[config.mk]
export PLATFORM = sky130hd
export DESIGN_NAME = vga_timing_gen
export DESIGN_NICKNAME = d
export VERILOG_FILES = /design/src/rtl/vga_timing_gen.sv
export SDC_FILE = /design/constraint.sdc
export NUM_CORES = 1
export LEC_CHECK = 0
export ABC_CLOCK_PERIOD_IN_PS = 2800
export CAP_MARGIN = 5
export CORE_AREA = 2 2 52 102
export CTS_CLUSTER_SIZE = 14
export DETAILED_ROUTE_END_ITERATION = 6
export DIE_AREA = 0 0 54 104
export PLACE_DENSITY_LB_ADDON = 0.25
export SLEW_MARGIN = 5
export SYNTH_ARGS = -nofsm -noshare
export SYNTH_HDL_FRONTEND = slang
export SYNTH_SLANG_ARGS = --single-unit
[constraint.sdc]
create_clock -name Clk -period 2.8 [get_ports Clk]
set_input_delay 0.42 -clock Clk [delete_from_list [all_inputs] [get_ports Clk]]
set_output_delay 0.42 -clock Clk [all_outputs]
set_load 0.01 [all_outputs]
[src/rtl/vga_timing_gen.sv]
// VGA raster timing generator: pixel-rate divider, h/v counters, sync/blank decode and a
// registered DAC stage that keeps color and sync aligned one pixel behind DrawX/DrawY.
module vga_timing_gen #(
  parameter int unsigned CLK_DIV   = 2,
  parameter int unsigned H_VISIBLE = 640,
  parameter int unsigned H_FRONT   = 16,
  parameter int unsigned H_SYNC    = 96,
  parameter int unsigned H_BACK    = 48,
  parameter int unsigned V_VISIBLE = 480,
  parameter int unsigned V_FRONT   = 10,
  parameter int unsigned V_SYNC    = 2,
  parameter int unsigned V_BACK    = 33
) (
  input  logic       Clk,
  input  logic       Reset,
  input  logic [7:0] Red,
  input  logic [7:0] Green,
  input  logic [7:0] Blue,
  output logic [9:0] DrawX,
  output logic [9:0] DrawY,
  output logic       pixel_clk,
  output logic [7:0] VGA_R,
  output logic [7:0] VGA_G,
  output logic [7:0] VGA_B,
  output logic       VGA_HS,
  output logic       VGA_VS,
  output logic       VGA_BLANK_N,
  output logic       frame_tick
);

  localparam int unsigned DivW   = $clog2(CLK_DIV);
  localparam int unsigned HTotal = H_VISIBLE + H_FRONT + H_SYNC + H_BACK;
  localparam int unsigned VTotal = V_VISIBLE + V_FRONT + V_SYNC + V_BACK;

  localparam logic [DivW-1:0] DivLast = DivW'(CLK_DIV - 1);
  localparam logic [DivW-1:0] DivHalf = DivW'(CLK_DIV / 2);

  localparam logic [9:0] HLast      = 10'(HTotal - 1);
  localparam logic [9:0] HVis       = 10'(H_VISIBLE);
  localparam logic [9:0] HSyncFirst = 10'(H_VISIBLE + H_FRONT);
  localparam logic [9:0] HSyncLast  = 10'(H_VISIBLE + H_FRONT + H_SYNC - 1);
  localparam logic [9:0] VLast      = 10'(VTotal - 1);
  localparam logic [9:0] VVis       = 10'(V_VISIBLE);
  localparam logic [9:0] VSyncFirst = 10'(V_VISIBLE + V_FRONT);
  localparam logic [9:0] VSyncLast  = 10'(V_VISIBLE + V_FRONT + V_SYNC - 1);

  logic [DivW-1:0] div_q, div_d;
  logic            pclk_q, pclk_d;
  logic [9:0]      hc_q, hc_d, vc_q, vc_d;
  logic [7:0]      r_q, r_d, g_q, g_d, b_q, b_d;
  logic            hs_q, hs_d, vs_q, vs_d, blank_n_q, blank_n_d;
  logic            tick_q, tick_d;
  logic            pix_en, vis, hs_n, vs_n, h_last, v_last;

  always_comb begin
    pix_en = (div_q == DivLast);
    h_last = (hc_q == HLast);
    v_last = (vc_q == VLast);
    vis    = (hc_q < HVis) && (vc_q < VVis);
    hs_n   = !((hc_q >= HSyncFirst) && (hc_q <= HSyncLast));
    vs_n   = !((vc_q >= VSyncFirst) && (vc_q <= VSyncLast));

    div_d  = pix_en ? '0 : div_q + DivW'(1);
    // Registered from div_d so pixel_clk_q tracks the current div_q phase.
    pclk_d = (div_d >= DivHalf);

    hc_d      = hc_q;
    vc_d      = vc_q;
    r_d       = r_q;
    g_d       = g_q;
    b_d       = b_q;
    hs_d      = hs_q;
    vs_d      = vs_q;
    blank_n_d = blank_n_q;
    tick_d    = 1'b0;

    if (pix_en) begin
      if (h_last) begin
        hc_d = '0;
        vc_d = v_last ? '0 : vc_q + 10'd1;
      end else begin
        hc_d = hc_q + 10'd1;
      end
      r_d       = vis ? Red   : 8'h00;
      g_d       = vis ? Green : 8'h00;
      b_d       = vis ? Blue  : 8'h00;
      hs_d      = hs_n;
      vs_d      = vs_n;
      blank_n_d = vis;
      tick_d    = h_last && v_last;
    end
  end

  always_ff @(posedge Clk or negedge Reset) begin
    if (!Reset) begin
      div_q     <= '0;
      pclk_q    <= 1'b0;
      hc_q      <= '0;
      vc_q      <= '0;
      r_q       <= 8'h00;
      g_q       <= 8'h00;
      b_q       <= 8'h00;
      hs_q      <= 1'b1;
      vs_q      <= 1'b1;
      blank_n_q <= 1'b0;
      tick_q    <= 1'b0;
    end else begin
      div_q     <= div_d;
      pclk_q    <= pclk_d;
      hc_q      <= hc_d;
      vc_q      <= vc_d;
      r_q       <= r_d;
      g_q       <= g_d;
      b_q       <= b_d;
      hs_q      <= hs_d;
      vs_q      <= vs_d;
      blank_n_q <= blank_n_d;
      tick_q    <= tick_d;
    end
  end

  assign DrawX       = hc_q;
  assign DrawY       = vc_q;
  assign pixel_clk   = pclk_q;
  assign VGA_R       = r_q;
  assign VGA_G       = g_q;
  assign VGA_B       = b_q;
  assign VGA_HS      = hs_q;
  assign VGA_VS      = vs_q;
  assign VGA_BLANK_N = blank_n_q;
  assign frame_tick  = tick_q;

endmodule

==> results.toml, run 1 <==
[run_status]
outcome = "complete, no violations"

[synth]
yosysUniqueCellTypes = 31
synth_top_cell_by_area = "dfrtp_1"
synth_cells = 175
syn_area_um2 = 2060
avgSynthCellArea_um2 = 11.7
yosysWarnings = 0
synth-seq-area-share = 0.598
synth.top_cells.by_area = "dfrtp_1, a22o_1, xnor2_1"
syn-num-nets = 205
netlist.area_leader.share = 0.572
ys_ff_latch = 49

[worst_setup_path]
cp_slowest_stage_delay_ps = 690
worst_path_max_delay_cell = "or4b_1"
crit_buf_inv = 0
worstSetupStartpointType = "flip-flop"
cp_data_required_time_ps = 3020
reg2reg_depth = 4
critical_path.endpoint = "DrawY[9]$_DFFE_PN0P_"
cp_cell_sequence = "or4b_1 -> or3_1 -> or4_1 -> a21oi_1"
cp.depth = 4
critPathCaptureType = "flip-flop"
cp-startpoint = "DrawX[5]$_DFFE_PN0P_"
reg2reg_to = "DrawY[9]$_DFFE_PN0P_"
critical_path_class = "flip-flop to flip-flop"
cp_top_family = "simple AND/OR/NAND/NOR gates"
path_max_fanout = 8
r2r_slack_ps = 400
arrival_ps = 2620
reg2reg_from = "DrawX[5]$_DFFE_PN0P_"

[final_layout]
mostFrequentLayoutCell = "clkdlybuf4s50_1"
layout_common_cells = "clkdlybuf4s50_1, dfrtp_1, a22o_1"
syn2layout_area_growth_pct = 43.6
drive_above_1_share = 0.0593
final_area_um2 = 2950
fin_util = 0.607
layout.cells.non_filler = 310
nets = 282
diodes = 0

[clock_network]
hold_buffers = 0
clock_latency_ps = 290
cts-htree-levels = 2
path_clk_slew_ps = 90
cts_sinks = 49
cts_tree = "done"
cts_setup_buffers = 0
cts_buffers = 5
ctsResizeCount = 0
clockBufferDepth = 2
cts_root_buffer = "clkbuf_8"

[min_path]
hold_class = "primary input to asynchronous set/reset pin"

[sta]
hold_violations = 0
slew_viol_final = 0
max_slew_margin = 0.540
tns_ps = 0
fin_crit_ps = 2400
setup_violations = 0
fin_crit_sh = 0.856
fmax_ghz = 0.417
worst_slack_ps = 404
tightest_slew_ps = 686
grt_setup_unrepaired = "false"
skew_ps = 7.08
hold_slack_ps = 105

[route]
ant_nets = 0
routed_wl_um = 4890
routedWlPerCell_um = 15.8
drt_pass1_iterations = 4
drc_errors = 0
vias = 1637
drt_iter0_markers = 26
viasPerCell = 5.28

[global_route]
antenna_found_initial = 0
gr-usage-all-layers = 0.191
grt_max_degree = 27
grt_pass1_vias = 1651
grt_pass1_wl_um = 7940
overflow = 0

[floorplanning]
die_area_um2 = 5620
rows = 36
chipHeight_um = 104
die_width_um = 54
ios = 75
initial_utilization = 0.423
coreArea_um2 = 4860

[run]
maxCapViolations = 0

[placed_design]
post-dp-hpwl_um = 3660
portBuffers = 74
dp_cells = 302
gp_congestion = 0.809
dpl_cell_area_um2 = 2860
post-place-ws_ps = 435

[power_and_ir_drop]
p_per_area_nw_per_um2 = 428
vdd_drop_max_mv = 0.397
p_leak_nw = 1.29
design_power_total_mw = 1.26
## registers in the layout, summed over array words and instances, names as in the netlist, 8 cells and up
register / flops
VGA_R: 8
VGA_B: 8
VGA_G: 8
DrawX: 10
DrawY: 10
## cell families (layout without fill, tap and decap cells)
logic type,Yosys count,after routing,synth area share
AO/OA/AOI/OAI,38,38,0.144
flip-flops,49,49,0.598
adder cells (fa/ha/maj),4,4,0.0243
AND/OR/NAND/NOR,56,56,0.150
buffers and inverters,15,93,0.0292
XOR/XNOR,13,13,0.0554
## area by class of cell
| cell class | instances | area, um^2 |
|---|---|---|
| Inverter | 6 | 22.5 |
| Clock buffer | 8 | 90.1 |
| Fill cell | 408 | 1910 |
| Multi-Input combinational cell | 111 | 767 |
| Tap cell | 57 | 71.3 |
| Timing Repair Buffer | 79 | 773 |
| Sequential cell | 49 | 1230 |
## Yosys cell counts (all sizes together)
master  count
dfrtp      47
a22o       24
nor2       11
nand3      10
xnor2       8
nand2       7
nor3        7
o21ai       7
clkbuf      6
inv         5
xor2        5
and3        4
ha          4
buf         3
nand4       3
nor4        3
a21o        2
a21oi       2
and4b       2
dfstp       2
nand4b      2
o311ai      2
or4b        2
and2        1
and4        1
clkinv      1
nand2b      1
o31ai       1
or3         1
or4         1
## worst min-delay path by stage
stage,start,end,slack (ps),cells past startpoint
2_1_floorplan,Reset,DrawX[0]$_DFFE_PN0P_,120,0
3_3_place_gp,Reset,VGA_R[2]$_DFFE_PN0P_,430,1
3_5_place_dp,Reset,VGA_R[2]$_DFFE_PN0P_,440,1
4_1_cts,Reset,VGA_G[7]$_DFFE_PN0P_,110,1
5_1_grt,Reset,VGA_B[0]$_DFFE_PN0P_,130,1
6_report,Reset,VGA_B[0]$_DFFE_PN0P_,100,1
## per-layer routing
layer / vias up / global-route usage / wire [um]
met5: - / 0 / 0
met4: 0 / 0.0714 / 105
met3: 8 / 0.0460 / 250
met2: 55 / 0.329 / 2640
met1: 785 / 0.216 / 1890
li1: 789 / - / -
## power breakdown
group	switching (mW)	internal, mW
clock network	0.216	0.202
logic	0.0381	0.0715
registers	0.0102	0.725
Note: power is estimated with default switching activity, not from simulation.
==> inputs of run 2 (changes only) <==
--- a/config.mk
+++ b/config.mk
@@ -5,12 +5,13 @@
 export SDC_FILE = /design/constraint.sdc
 export NUM_CORES = 1
 export LEC_CHECK = 0
+export ABC_AREA = 1
 export ABC_CLOCK_PERIOD_IN_PS = 2800
 export CAP_MARGIN = 5
-export CORE_AREA = 2 2 52 102
+export CORE_AREA = 2 2 54 107
 export CTS_CLUSTER_SIZE = 14
 export DETAILED_ROUTE_END_ITERATION = 6
-export DIE_AREA = 0 0 54 104
+export DIE_AREA = 0 0 56 109
 export PLACE_DENSITY_LB_ADDON = 0.25
 export SLEW_MARGIN = 5
 export SYNTH_ARGS = -nofsm -noshare
==> run 2 against run 1 <==
Effect of this change: critical path depth decreased by 3; setup slack better by 450 ps; synthesized area rose by 16%; global-route usage shrank 0.58 points; routed wire length grew 8.8%; critical endpoint is now pixel_clk; largest power group unchanged; highest routed layer unchanged.
==> results.toml, run 2 <==
[clock_network]
cts_tree = "done"
path_clk_slew_ps = 90
cts_setup_buffers = 0
cts_root_buffer = "clkbuf_8"
ctsResizeCount = 0
clockBufferDepth = 2
cts_buffers = 5
hold_buffers = 0
cts-htree-levels = 2
cts_sinks = 49
clock_latency_ps = 300

[floorplanning]
chipHeight_um = 109
initial_utilization = 0.449
die_area_um2 = 6100
rows = 38
coreArea_um2 = 5330
die_width_um = 56
ios = 75

[synth]
ys_ff_latch = 49
avgSynthCellArea_um2 = 8.42
synth_cells = 284
synth.top_cells.by_area = "dfrtp_1, nand2_1, o21ai_0"
synth_top_cell_by_area = "dfrtp_1"
yosysWarnings = 0
syn_area_um2 = 2390
synth-seq-area-share = 0.514
synth_edf_count = 0
yosysUniqueCellTypes = 32
synthTopCellsByCount = "nand2_1, dfrtp_1, inv_1"
syn-num-nets = 314
netlist.area_leader.share = 0.492
yosysMostFrequentCell = "nand2_1"
synth-async-reset-ratio = 1.00
ys.flop_type = "dfrtp_1"

[worst_setup_path]
critical_path_class = "flip-flop to output pin"
path_max_fanout = 13
cp_slowest_stage_delay_ps = 620
cp_data_required_time_ps = 2380
worst_path_max_delay_cell = "clkdlybuf4s50_1"
cp_cell_sequence = "clkdlybuf4s50_1"
critPathCaptureType = "output pin"
crit_buf_inv = 1
worstSetupStartpointType = "flip-flop"
cp_top_family = "buffers and inverters"
arrival_ps = 1530

[sta]
grt_setup_unrepaired = "false"
slew_viol_final = 0
skew_ps = 5.01
fin_crit_sh = 0.696
fmax_ghz = 0.513
tns_ps = 0
tightest_slew_ps = 848
worst_slack_ps = 850
max_slew_margin = 0.434
fin_crit_ps = 1950
setup_violations = 0
hold_violations = 0

[route]
drt_pass1_iterations = 4
vias = 2054
drc_errors = 0
viasPerCell = 4.91
routed_wl_um = 5320
drt_iter0_markers = 55
ant_nets = 0
routedWlPerCell_um = 12.7

[placed_design]
post-place-ws_ps = 1120
dp_cells = 410
portBuffers = 74
gp_congestion = 0.863
post-dp-hpwl_um = 4000

[power_and_ir_drop]
p_leak_nw = 1.47
p_per_area_nw_per_um2 = 390
vdd_drop_max_mv = 0.335
design_power_total_mw = 1.26

[run]
maxCapViolations = 0

[global_route]
grt_pass1_wl_um = 9090
gr-usage-all-layers = 0.185
grt_pass1_vias = 2024
antenna_found_initial = 0
overflow = 0
grt_max_degree = 30

[min_path]
hold_class = "primary input to asynchronous set/reset pin"

[final_layout]
diodes = 0
layout_common_cells = "clkdlybuf4s50_1, nand2_1, dfrtp_1"
nets = 387
fin_util = 0.609
mostFrequentLayoutCell = "clkdlybuf4s50_1"
drive_above_1_share = 0.0810
syn2layout_area_growth_pct = 35.6
layout.cells.non_filler = 418

[run_status]
outcome = "complete, no violations"
[run 2: logic make-up after synthesis]
family	Yosys count	synth area share
xor+xnor	7	0.0256
simple gates	128	0.252
flops	49	0.514
compound gates	45	0.0999
buf+inv	51	0.0879
fa+ha+maj	4	0.0209
[run 2: report_power, final]
part	switching, mW	total, mW	internal [mW]
combinational	0.0411	0.107	0.0660
clock	0.249	0.422	0.173
sequential	0.0107	0.736	0.725
[run 2: path summary, 6_finish.rpt]
path / startpoint / endpoint / slack [ps] / depth (start not counted)
min in group Clk: VGA_G[2]$_DFFE_PN0P_ / VGA_G[2]$_DFFE_PN0P_ / 500 / 2
setup reg to reg: div_q$_DFF_PN0_ / DrawY[9]$_DFFE_PN0P_ / 1120 / 4
max in group asynchronous: Reset / VGA_HS$_DFFE_PN1P_ / 1930 / 2
hold reg to reg: VGA_G[2]$_DFFE_PN0P_ / VGA_G[2]$_DFFE_PN0P_ / 500 / 2
setup / recovery: div_q$_DFF_PN0_ / pixel_clk / 850 / 1
hold / removal: Reset / DrawX[7]$_DFFE_PN0P_ / 90 / 1
[run 2: metal layers]
metal | routed length [um] | GRT usage | part of all wire
met1 | 2290 | 0.243 | 0.43
met2 | 2670 | 0.297 | 0.50
met3 | 275 | 0.0427 | 0.052
met4 | 86 | 0.0697 | 0.016
met5 | 0 | 0 | 0
[run 2: final cells by class]
type                    count  area, um^2
fillers                   502        2080
clock inverters             3        17.5
repair buffers             75         743
multi-input cells         184         952
inverters                  42         158
flip-flops and latches     49        1230
clock buffers               5        68.8
well taps                  60        75.1
[run 2: through the flow]
step	cell area (um^2)	hold WS (ps)
2_1_floorplan	2390	124
3_3_place_gp	3160	432
3_5_place_dp	3160	447
4_1_cts	3240	113
5_1_grt	3240	152
6_report	3240	94.4
==> inputs of run 3 (changes only) <==
--- a/config.mk
+++ b/config.mk
@@ -6,7 +6,7 @@
 export NUM_CORES = 1
 export LEC_CHECK = 0
 export ABC_AREA = 1
-export ABC_CLOCK_PERIOD_IN_PS = 2800
+export ABC_CLOCK_PERIOD_IN_PS = 1800
 export CAP_MARGIN = 5
 export CORE_AREA = 2 2 54 107
 export CTS_CLUSTER_SIZE = 14
==> constraint.sdc (replaced) <==
create_clock -name Clk -period 1.8 [get_ports Clk]
set_input_delay 0.27 -clock Clk [delete_from_list [all_inputs] [get_ports Clk]]
set_output_delay 0.27 -clock Clk [all_outputs]
set_load 0.01 [all_outputs]
==> run 3 against run 2 <==
Effect of this change: cell count rose by 0.72%; sequential power increased by 55%; design area up 1.9%; flip-flop and latch count did not move; combinational power is 59% higher; critical path type unchanged; highest routed layer unchanged; global-route usage grew 0.41 points.
==> results.toml, run 3 (synthesized netlist as in run 2, its figures left out) <==
[run_status]
outcome = "complete, no violations"

[placed_design]
dp_cells = 412
post-dp-hpwl_um = 3990
portBuffers = 74
gp_congestion = 0.857
post-place-ws_ps = 271

[worst_setup_path]
reg2reg_depth = 5
worstSetupStartpointType = "flip-flop"
path_max_fanout = 9
critical_path_class = "flip-flop to output pin"
crit_buf_inv = 1
worst_path_max_delay_cell = "clkdlybuf4s50_1"
critPathCaptureType = "output pin"
arrival_ps = 1430
cp_slowest_stage_delay_ps = 600
reg2reg_from = "DrawX[9]$_DFFE_PN0P_"
reg2reg_to = "VGA_G[7]$_DFFE_PN0P_"
r2r_slack_ps = 260
cp_data_required_time_ps = 1530
cp_cell_sequence = "clkdlybuf4s50_1"
cp_top_family = "buffers and inverters"

[clock_network]
cts_root_buffer = "clkbuf_8"
path_clk_slew_ps = 100
cts_buffers = 5
clockBufferDepth = 2
cts_setup_buffers = 0
ctsResizeCount = 0
cts_tree = "done"
cts_sinks = 49
clock_latency_ps = 300
cts-htree-levels = 2

[floorplanning]
die_area_um2 = 6100
initial_utilization = 0.449
coreArea_um2 = 5330
ios = 75
die_width_um = 56
rows = 38
chipHeight_um = 109

[sta]
skew_ps = 7.36
grt_setup_unrepaired = "false"
fmax_ghz = 0.588
slew_viol_final = 0
tightest_slew_ps = 503
hold_violations = 0
worst_slack_ps = 98.1
tns_ps = 0
fin_crit_ps = 1700
max_slew_margin = 0.664
setup_violations = 0
fin_crit_sh = 0.946

[final_layout]
syn2layout_area_growth_pct = 38.3
layout_common_cells = "clkdlybuf4s50_1, nand2_1, dfrtp_1"
nets = 390
diodes = 0
mostFrequentLayoutCell = "clkdlybuf4s50_1"
drive_above_1_share = 0.0831
layout.cells.non_filler = 421
num-fill-cells = 480

[min_path]
hold_class = "primary input to asynchronous set/reset pin"

[route]
ant_nets = 0
drt_iter0_markers = 63
vias = 2086
routedWlPerCell_um = 12.7
drc_errors = 0
routed_wl_um = 5350
viasPerCell = 4.95
drt_pass1_iterations = 4

[power_and_ir_drop]
p_per_area_nw_per_um2 = 639
p_leak_nw = 1.50
vdd_drop_max_mv = 0.581

[run]
maxCapViolations = 0

[global_route]
gr-usage-all-layers = 0.189
grt_pass1_vias = 2111
grt_pass1_wl_um = 9350
grt_max_degree = 31
antenna_found_initial = 0
overflow = 0
-- run 3: cell types whose count changed in the layout (fill, tap and decap cells not counted) --
| cell | previous run | this run |
|---|---|---|
| clkinv_2 | 2 | 0 |
| buf_12 | 0 | 1 |
| buf_4 | 1 | 2 |
| bufinv_16 | 0 | 1 |
| clkbuf_1 | 0 | 1 |
| clkinv_4 | 0 | 1 |
| clkinvlp_4 | 1 | 0 |
| dlygate4sd3_1 | 0 | 1 |
-- run 3: how the worst max path moves through the flow --
stage | startpoint | end | slack [ps] | cells after the start
after floorplan | DrawX[0]$_DFFE_PN0P_ | DrawY[2]$_DFFE_PN0P_ | 460 | 7
after global placement | DrawY[9]$_DFFE_PN0P_ | VGA_G[1]$_DFFE_PN0P_ | 340 | 5
after detailed placement | DrawX[9]$_DFFE_PN0P_ | VGA_G[7]$_DFFE_PN0P_ | 270 | 5
after CTS | DrawX[5]$_DFFE_PN0P_ | DrawX[5] | 90 | 1
after global routing | DrawX[5]$_DFFE_PN0P_ | DrawX[5] | 40 | 1
final | DrawX[5]$_DFFE_PN0P_ | DrawX[5] | 100 | 1
-- run 3: per-layer routing --
metal,vias to the layer above,global-route usage,part of all wire
li1,1044,-,-
met1,959,0.229,0.41
met2,73,0.332,0.52
met3,10,0.0356,0.053
met4,0,0.0680,0.019
met5,-,0,0
-- run 3: per-stage QoR --
step           instance area [um^2]  utilization  power, mW  hold slack (ps)
2_1_floorplan                  2390            -       1.20            -25.6
3_3_place_gp                   3180        0.598       1.33              256
3_5_place_dp                   3180        0.598       1.34              266
4_1_cts                        3310        0.621       2.14              469
5_1_grt                        3310        0.621       2.19              491
6_report                       3310        0.621       2.11              455
-- run 3: what timing repair did --
item	in CTS	in global routing
hold buffers	1	0
hold endpoints to repair	17	0
setup endpoints to repair	0	0
-- run 3: final cells by class --
type	instances	area [um^2]	share of cell area
flip-flops and latches	49	1230	0.372
clock inverters	2	38.8	0.0117
well taps	60	75.1	0.0227
inverters	42	158	0.0477
repair buffers	78	781	0.236
multi-input cells	184	952	0.288
clock buffers	6	72.6	0.0220
-- run 3: power breakdown --
part / switching (mW) / total (mW) / leakage [nW] / internal (mW)
logic: 0.0634 / 0.170 / 0.846 / 0.107
registers: 0.0163 / 1.14 / 0.602 / 1.13
clock network: 0.381 / 0.799 / 0.0554 / 0.418
total: 0.461 / 2.11 / 1.50 / 1.65
